==> config.mk <==
export PLATFORM = sky130hd
export DESIGN_NAME = pattern_scan_ctrl
export DESIGN_NICKNAME = d
export VERILOG_FILES = /design/src/rtl/pattern_scan_ctrl.sv
export SDC_FILE = /design/constraint.sdc
export NUM_CORES = 1
export LEC_CHECK = 0
export BUFFER_PORTS_ARGS = -buffer_cell sky130_fd_sc_hd__buf_2
export CORE_UTILIZATION = 50
export DETAILED_ROUTE_END_ITERATION = 7
export GPL_TIMING_DRIVEN = 0
export PLACE_DENSITY = 0.73
export SLEW_MARGIN = 15
export SYNTH_ARGS = -nofsm -noshare
export SYNTH_HDL_FRONTEND = slang
export SYNTH_SLANG_ARGS = --single-unit
export TNS_END_PERCENT = 20
==> constraint.sdc <==
create_clock -name clk -period 7.1 [get_ports clk]
set_clock_uncertainty 0.15 [all_clocks]
set_input_delay 1.42 -clock clk [delete_from_list [all_inputs] [get_ports clk]]
set_output_delay 1.42 -clock clk [all_outputs]
set_load 0.1 [all_outputs]
==> src/rtl/pattern_scan_ctrl.sv <==
// pattern_scan_ctrl: serializes accepted words MSB first into a 4-bit history
// and counts overlapping occurrences of a 4-bit pattern. Scanning halts when
// the match count reaches a nonzero threshold. The halt is held until clr.
//
// Ports:
//   clk, rst          clock; asynchronous active-low reset
//   in_valid/in_data  word offered for scanning
//   in_ready          word accepted this cycle (combinational)
//   enable            permits acceptance of new words
//   pattern           target sequence, pattern[3] oldest; latched at accept
//   threshold         match count that halts scanning, 0 = never
//   clr               synchronous clear of count, history, done and sequencer
//   match             one-cycle pulse per detected occurrence
//   match_count       saturating match count
//   done              threshold reached (level)
//   busy              sequencer is shifting a word
module pattern_scan_ctrl #(
    parameter int unsigned WIDTH = 8,
    parameter int unsigned CNT_W = 8
) (
    input  logic             clk,
    input  logic             rst,
    input  logic             in_valid,
    input  logic [WIDTH-1:0] in_data,
    output logic             in_ready,
    input  logic             enable,
    input  logic [3:0]       pattern,
    input  logic [CNT_W-1:0] threshold,
    input  logic             clr,
    output logic             match,
    output logic [CNT_W-1:0] match_count,
    output logic             done,
    output logic             busy
);
    localparam int unsigned      IDX_W   = (WIDTH > 1) ? $clog2(WIDTH) : 1;
    localparam logic [IDX_W-1:0] IDX_TOP = IDX_W'(WIDTH - 1);
    localparam logic [CNT_W-1:0] CNT_MAX = '1;

    typedef enum logic [1:0] {
        IDLE  = 2'd0,
        SHIFT = 2'd1,
        HALT  = 2'd2
    } state_t;

    state_t           state, state_nxt;
    logic [WIDTH-1:0] word_q, word_nxt;
    logic [3:0]       pat_q, pat_nxt;
    logic [IDX_W-1:0] idx, idx_nxt;
    logic [3:0]       hist, hist_nxt;
    logic [2:0]       fill, fill_nxt;
    logic [CNT_W-1:0] count_nxt;
    logic             match_nxt;
    logic             done_nxt;

    logic             cur_bit;
    logic [3:0]       shifted;
    logic [2:0]       fill_inc;
    logic             hit;
    logic [CNT_W-1:0] count_inc;

    // Result of shifting the currently indexed bit into the history
    assign cur_bit   = word_q[idx];
    assign shifted   = {hist[2:0], cur_bit};
    assign fill_inc  = (fill == 3'd4) ? 3'd4 : fill + 3'd1;
    assign hit       = (fill_inc == 3'd4) && (shifted == pat_q);
    assign count_inc = (match_count == CNT_MAX) ? CNT_MAX : match_count + CNT_W'(1);

    assign busy = (state == SHIFT);

    // Sequencer next state, handshake and datapath updates
    always_comb begin
        state_nxt = state;
        word_nxt  = word_q;
        pat_nxt   = pat_q;
        idx_nxt   = idx;
        hist_nxt  = hist;
        fill_nxt  = fill;
        count_nxt = match_count;
        match_nxt = 1'b0;
        done_nxt  = done;
        in_ready  = 1'b0;

        if (clr) begin
            state_nxt = IDLE;
            idx_nxt   = '0;
            hist_nxt  = '0;
            fill_nxt  = '0;
            count_nxt = '0;
            done_nxt  = 1'b0;
        end else begin
            case (state)
                IDLE: begin
                    in_ready = enable;
                    if (in_valid && enable) begin
                        word_nxt  = in_data;
                        pat_nxt   = pattern;
                        idx_nxt   = IDX_TOP;
                        state_nxt = SHIFT;
                    end
                end
                SHIFT: begin
                    in_ready = enable && (idx == '0);
                    hist_nxt = shifted;
                    fill_nxt = fill_inc;
                    idx_nxt  = idx - IDX_W'(1);
                    if (hit) begin
                        match_nxt = 1'b1;
                        count_nxt = count_inc;
                    end
                    // Halt wins over a bit-0 accept; the rest of the word is dropped
                    if (hit && (threshold != '0) && (count_inc == threshold)) begin
                        done_nxt  = 1'b1;
                        idx_nxt   = '0;
                        state_nxt = HALT;
                    end else if (idx == '0) begin
                        if (in_valid && enable) begin
                            word_nxt = in_data;
                            pat_nxt  = pattern;
                            idx_nxt  = IDX_TOP;
                        end else begin
                            state_nxt = IDLE;
                        end
                    end
                end
                HALT: begin
                end
                default: begin
                    state_nxt = IDLE;
                end
            endcase
        end
    end

    // State and datapath registers
    always_ff @(posedge clk or negedge rst) begin
        if (!rst) begin
            state       <= IDLE;
            word_q      <= '0;
            pat_q       <= '0;
            idx         <= '0;
            hist        <= '0;
            fill        <= '0;
            match_count <= '0;
            match       <= 1'b0;
            done        <= 1'b0;
        end else begin
            state       <= state_nxt;
            word_q      <= word_nxt;
            pat_q       <= pat_nxt;
            idx         <= idx_nxt;
            hist        <= hist_nxt;
            fill        <= fill_nxt;
            match_count <= count_nxt;
            match       <= match_nxt;
            done        <= done_nxt;
        end
    end

endmodule

# Word-level counts from Yosys, hierarchy flattened
# Index checks and enable logic that the tools add are counted.
[word_totals]
reg_bits = 33
in_bits = 25
out_inout_bits = 12
word_cells = 84
[op_classes]
add_sub_neg = 3
n_lt_le_gt_ge = 1
eq_ne = 13
mux = 39
n_bitwise = 1
n_reduce_logical = 18
[op_table]
columns = ["op", "count"]
rows = [
  ["2-to-1 mux 8 bit", 7],
  ["2-to-1 mux 3 bit", 10],
  ["case mux 8 bit (2 select lines)", 1],
  ["2-to-1 mux 4 bit", 3],
  ["2-to-1 mux 2 bit", 5],
  ["adder 8 x 1 -> 8 bit (second input constant)", 1],
  ["equality test 8 bit", 1],
  ["equality test 8 bit (second input constant)", 1],
  ["2-to-1 mux 1 bit", 8],
  ["case mux 4 bit (2 select lines)", 1],
  ["AND reduction 4 bit", 2],
  ["nonzero test 2 bit", 4],
  ["nonzero test 8 bit", 1],
  ["equality test 3 bit (second input constant)", 2],
  ["case mux 2 bit (3 select lines)", 1],
  ["case mux 3 bit (2 select lines)", 1],
  ["AND reduction 2 bit", 3],
  ["logical AND 1 bit", 5],
  ["equality test 4 bit", 1],
  ["less-than comparator 3 x 4 -> 1 bit (second input constant)", 1],
  ["inequality test 2 bit (second input constant)", 2],
  ["inequality test 4 x 2 -> 1 bit (second input constant)", 1],
  ["inequality test 4 x 3 -> 1 bit (second input constant)", 1],
  ["adder 3 x 1 -> 3 bit (second input constant)", 1],
  ["11 further kinds", 11],
]

# Longest topological paths before layout
[logic_depth]
ltp_word = 9
mapped_depth = 9

# Worst setup path after synthesis
# No wires, ideal clock.
[synth_timing]
path_type = "input to output"
startpoint = "in clr"
endpoint = "out in_ready"
arrival_time_ns = 2.360
required_time_ns = 5.530
path_slack_ns = 3.170
stages = 2
n_path_buf = 0
path_cell_list = "nor2_1 > and3_1"
[synth_via]
elab_chain_cells = 1
[synth_rtl]
columns = ["element", "line_no", "source"]
rows = [
  ["start: declaration", "29", "input logic clr,"],
  ["2-to-1 mux 1 bit", "83", "if (clr) begin"],
  ["end: declaration", "25", "output logic in_ready,"],
]
# Every way passes these cells.

# Worst setup path after layout
# Same ends and word-level chain as after synthesis.

==> metrics <==
FP Rows 22; die footprint 4210 um2; Clock Path Buffers 2; worst-path fanout max 4; setup bufs post-CTS 0; pin count of the biggest net entering global routing 34; drt first pass iters 4; post-layout min period 3.85 ns; post-cts resize count 0; NetSw 0.126 mW; Num CTS Buffers 5; R2R Path Start match_count[0]$_DFFE_PN0P_; RSZ-0062 raised after global routing false; Area growth syn-to-layout 16.3%; hold violation count in the final report 0; Worst-Margin Slew 0.713 ns; vias 1610; Hold Crit Class flip-flop to flip-flop; outcome finished clean; first-pass GRT wire length 7.24 mm; Fin Hold WS 0.362 ns; crit path launch type input port; number of global-route vias before repair 1543; Cell variety after synth 53; Worst EP arrival 2.28 ns; Post-synth EDFFs 0; initial antenna violation count 0; Core Box Area 3720 um2; Mapped Area 1980 um2; clock sinks 33; worst r2r path cells 9; Switching Fraction 28.1%; final global-route overflow total 0; Initial Util 53.2%; Slew Viols, Final 0; maximum capacitance violations 0; worst reg2reg setup slack 4.01 ns; total track usage 23.0%; TritonCTS clock tree done; peak supply drop 0.107 mV; Syn Area/Cell 10.5 um2; clock power share 30.3%; layout cells sized above 1 27.5%; P_int 0.322 mW; Fmax achieved 0.260 GHz; R2R Path End word_q[3]$_DFFE_PN0P_; Post-DRT Antenna Nets 0; CP dominant cell by count buf_2; Cell Chain, Critical Path buf_2, nor2_1, and3_1, buf_2; hpwl dp 3.15 mm; Slew headroom 52.4%; Yosys Warn Count 0; Comb pwr share 20.2%; CP max-delay cell buf_2; Root Buffer clkbuf_8; # hold bufs at CTS 0; CP startpoint clr; CP endpoint in_ready; clock latency at the later pin of the worst-skew pair 0.29 ns; sequential power share 49.6%; CP Buf/Inv Count 2; syn_nets 219; Initial DRC Count 120; Antenna Diode Count 0; final worst slack 3.25 ns; H-tree Lvls 2; register area share after synthesis 41.8%; pwr dens 195 nW/um2; Crit Path Class input port to primary output; Slowest Stage Delay on Critical Path 0.42 ns; PortBufs 36; Final Power 0.448 mW; setup violators final 0; ys flop type dfrtp_1; Async SR Flop Fraction 100%; Tcrit/Tclk final 54.2%; setup TNS 0 ns; DIE HEIGHT 64.9 um; DIE WIDTH 64.9 um; critical path's top delay family buffers and inverters; Syn Inst Count 189; # nets final 262; Worst setup EP type primary output; routability cong. 0.838; WL per Instance 14.8 um; Lkg Pwr 1.09 nW; drc violations 0; vias per cell 5.73; I/O pins 37; critical path depth 4; Seq cells post-synth 33; routed wire length 4.15 mm; Post-Place Worst Slack 3.26 ns; Reg clk slew, reported paths 0.06 ns; worst path required time 5.53 ns
-- cell type report --
class                      instances  area (um2)
buffer                             6        35.0
clock buffer                       6        72.6
inverter                           9        33.8
fill                             339        1420
multi-input combinational        141        1080
sequential                        33         826
timing repair buffer              36         180
tap                               48        60.1
clock inverter                     2        10.0
-- cell usage in the layout, fill, tap and decap left out, types with 2 or more instances in the layout --
| cell type | instances |
|---|---|
| buf_2 | 37 |
| dfrtp_1 | 33 |
| nand2_1 | 19 |
| nor2_1 | 15 |
| a21oi_1 | 14 |
| mux2_4 | 10 |
| inv_1 | 8 |
| xor2_1 | 6 |
| clkbuf_1 | 5 |
| a211oi_1 | 5 |
| ha_1 | 5 |
| clkbuf_8 | 5 |
| nand3_1 | 4 |
| nand2b_1 | 3 |
| and3_1 | 3 |
| mux2_1 | 3 |
| nand4_1 | 3 |
| mux2i_1 | 3 |
| a31oi_1 | 3 |
| nor3_1 | 3 |
| xnor2_1 | 2 |
| or2_1 | 2 |
| and4_1 | 2 |
| o21a_1 | 2 |
| a41oi_1 | 2 |
| o21ai_1 | 2 |
| o211ai_1 | 2 |
| o31ai_1 | 2 |
| o21ai_0 | 2 |
| a311oi_1 | 2 |
| clkinv_2 | 2 |
-- stage by stage --
step / cell area [um2] / utilization, % / cells
global route: 2300 / 61.9 / 281
detailed placement: 2220 / 59.7 / 273
floorplan: 1980 / - / 189
global placement: 2220 / 59.7 / 273
finish: 2300 / 61.9 / 281
CTS: 2300 / 61.9 / 281
-- per-layer routing --
metal / up-vias / part of all wire (%) / global-route usage (%)
li1: 781 / - / -
met1: 767 / 46 / 31.0
met2: 52 / 46 / 35.4
met3: 10 / 6.7 / 6.34
met4: 0 / 1.8 / 7.50
met5: - / 0 / 0
-- worst register-to-register path: stages (launching register included) --
cell     delay (ns)
dfrtp_1        0.46
ha_1           0.34
and4_1         0.32
nor2b_1        0.27
o32ai_1        0.12
nor3_1         0.35
nor4b_4        0.32
a21o_4         0.20
buf_8          0.16
mux2_4         0.31
-- sequential cells by signal, summed over array words and instances (netlist names) --
register / count
match_count: 8
word_q: 8
pat_q: 4
fill: 3
hist: 3
idx: 3
state: 2
done: 1
match: 1
-- cell usage after synthesis, types with 2 or more instances --
cell type | number | area share, %
dfrtp_1 | 33 | 42
nand2_1 | 19 | 3.6
nor2_1 | 15 | 2.8
a21oi_1 | 14 | 3.5
mux2_4 | 10 | 7.6
inv_1 | 8 | 1.5
xor2_1 | 6 | 2.7
a211oi_1 | 5 | 1.9
ha_1 | 5 | 3.2
clkbuf_1 | 4 | 0.76
nand3_1 | 4 | 1.0
a31oi_1 | 3 | 0.95
and3_1 | 3 | 0.95
mux2_1 | 3 | 1.7
mux2i_1 | 3 | 1.5
nand2b_1 | 3 | 0.95
nand4_1 | 3 | 0.95
nor3_1 | 3 | 0.76
a311oi_1 | 2 | 0.89
a41oi_1 | 2 | 0.89
and4_1 | 2 | 0.89
o211ai_1 | 2 | 0.76
o21a_1 | 2 | 0.76
o21ai_0 | 2 | 0.51
o21ai_1 | 2 | 0.51
o31ai_1 | 2 | 0.76
or2_1 | 2 | 0.63
xnor2_1 | 2 | 0.89
-- cell families after synthesis --
| family | after synthesis | share of synthesized area (%) |
|---|---|---|
| xor gates and xnor gates | 9 | 4.37 |
| DFF | 33 | 41.8 |
| and+or+nand+nor | 62 | 16.5 |
| AOI/OAI and AO/OA | 46 | 16.3 |
| adders and majority gates | 5 | 3.16 |
| buffers and inverters | 15 | 3.48 |
| muxes | 19 | 14.4 |
-- how the worst min path moves through the flow --
stage / start / end / cells past startpoint
after floorplan: word_q[1]$_DFFE_PN0P_ / word_q[1]$_DFFE_PN0P_ / 1
after global placement: word_q[1]$_DFFE_PN0P_ / word_q[1]$_DFFE_PN0P_ / 1
after detailed placement: word_q[7]$_DFFE_PN0P_ / word_q[7]$_DFFE_PN0P_ / 1
after CTS: done$_DFFE_PN0P_ / done$_DFFE_PN0P_ / 2
after global routing: word_q[0]$_DFFE_PN0P_ / word_q[0]$_DFFE_PN0P_ / 1
final: word_q[1]$_DFFE_PN0P_ / word_q[1]$_DFFE_PN0P_ / 1
-- power by group through the flow --
| stage | combinational, mW | clock [mW] | sequential, mW |
|---|---|---|---|
| after floorplan | 0.0700 | 0 | 0.220 |
| after global placement | 0.0891 | 0 | 0.224 |
| after detailed placement | 0.0917 | 0 | 0.225 |
| after CTS | 0.0916 | 0.138 | 0.222 |
| after global routing | 0.0986 | 0.148 | 0.225 |
| final | 0.0903 | 0.136 | 0.222 |
(Power assumes the default switching activity.)
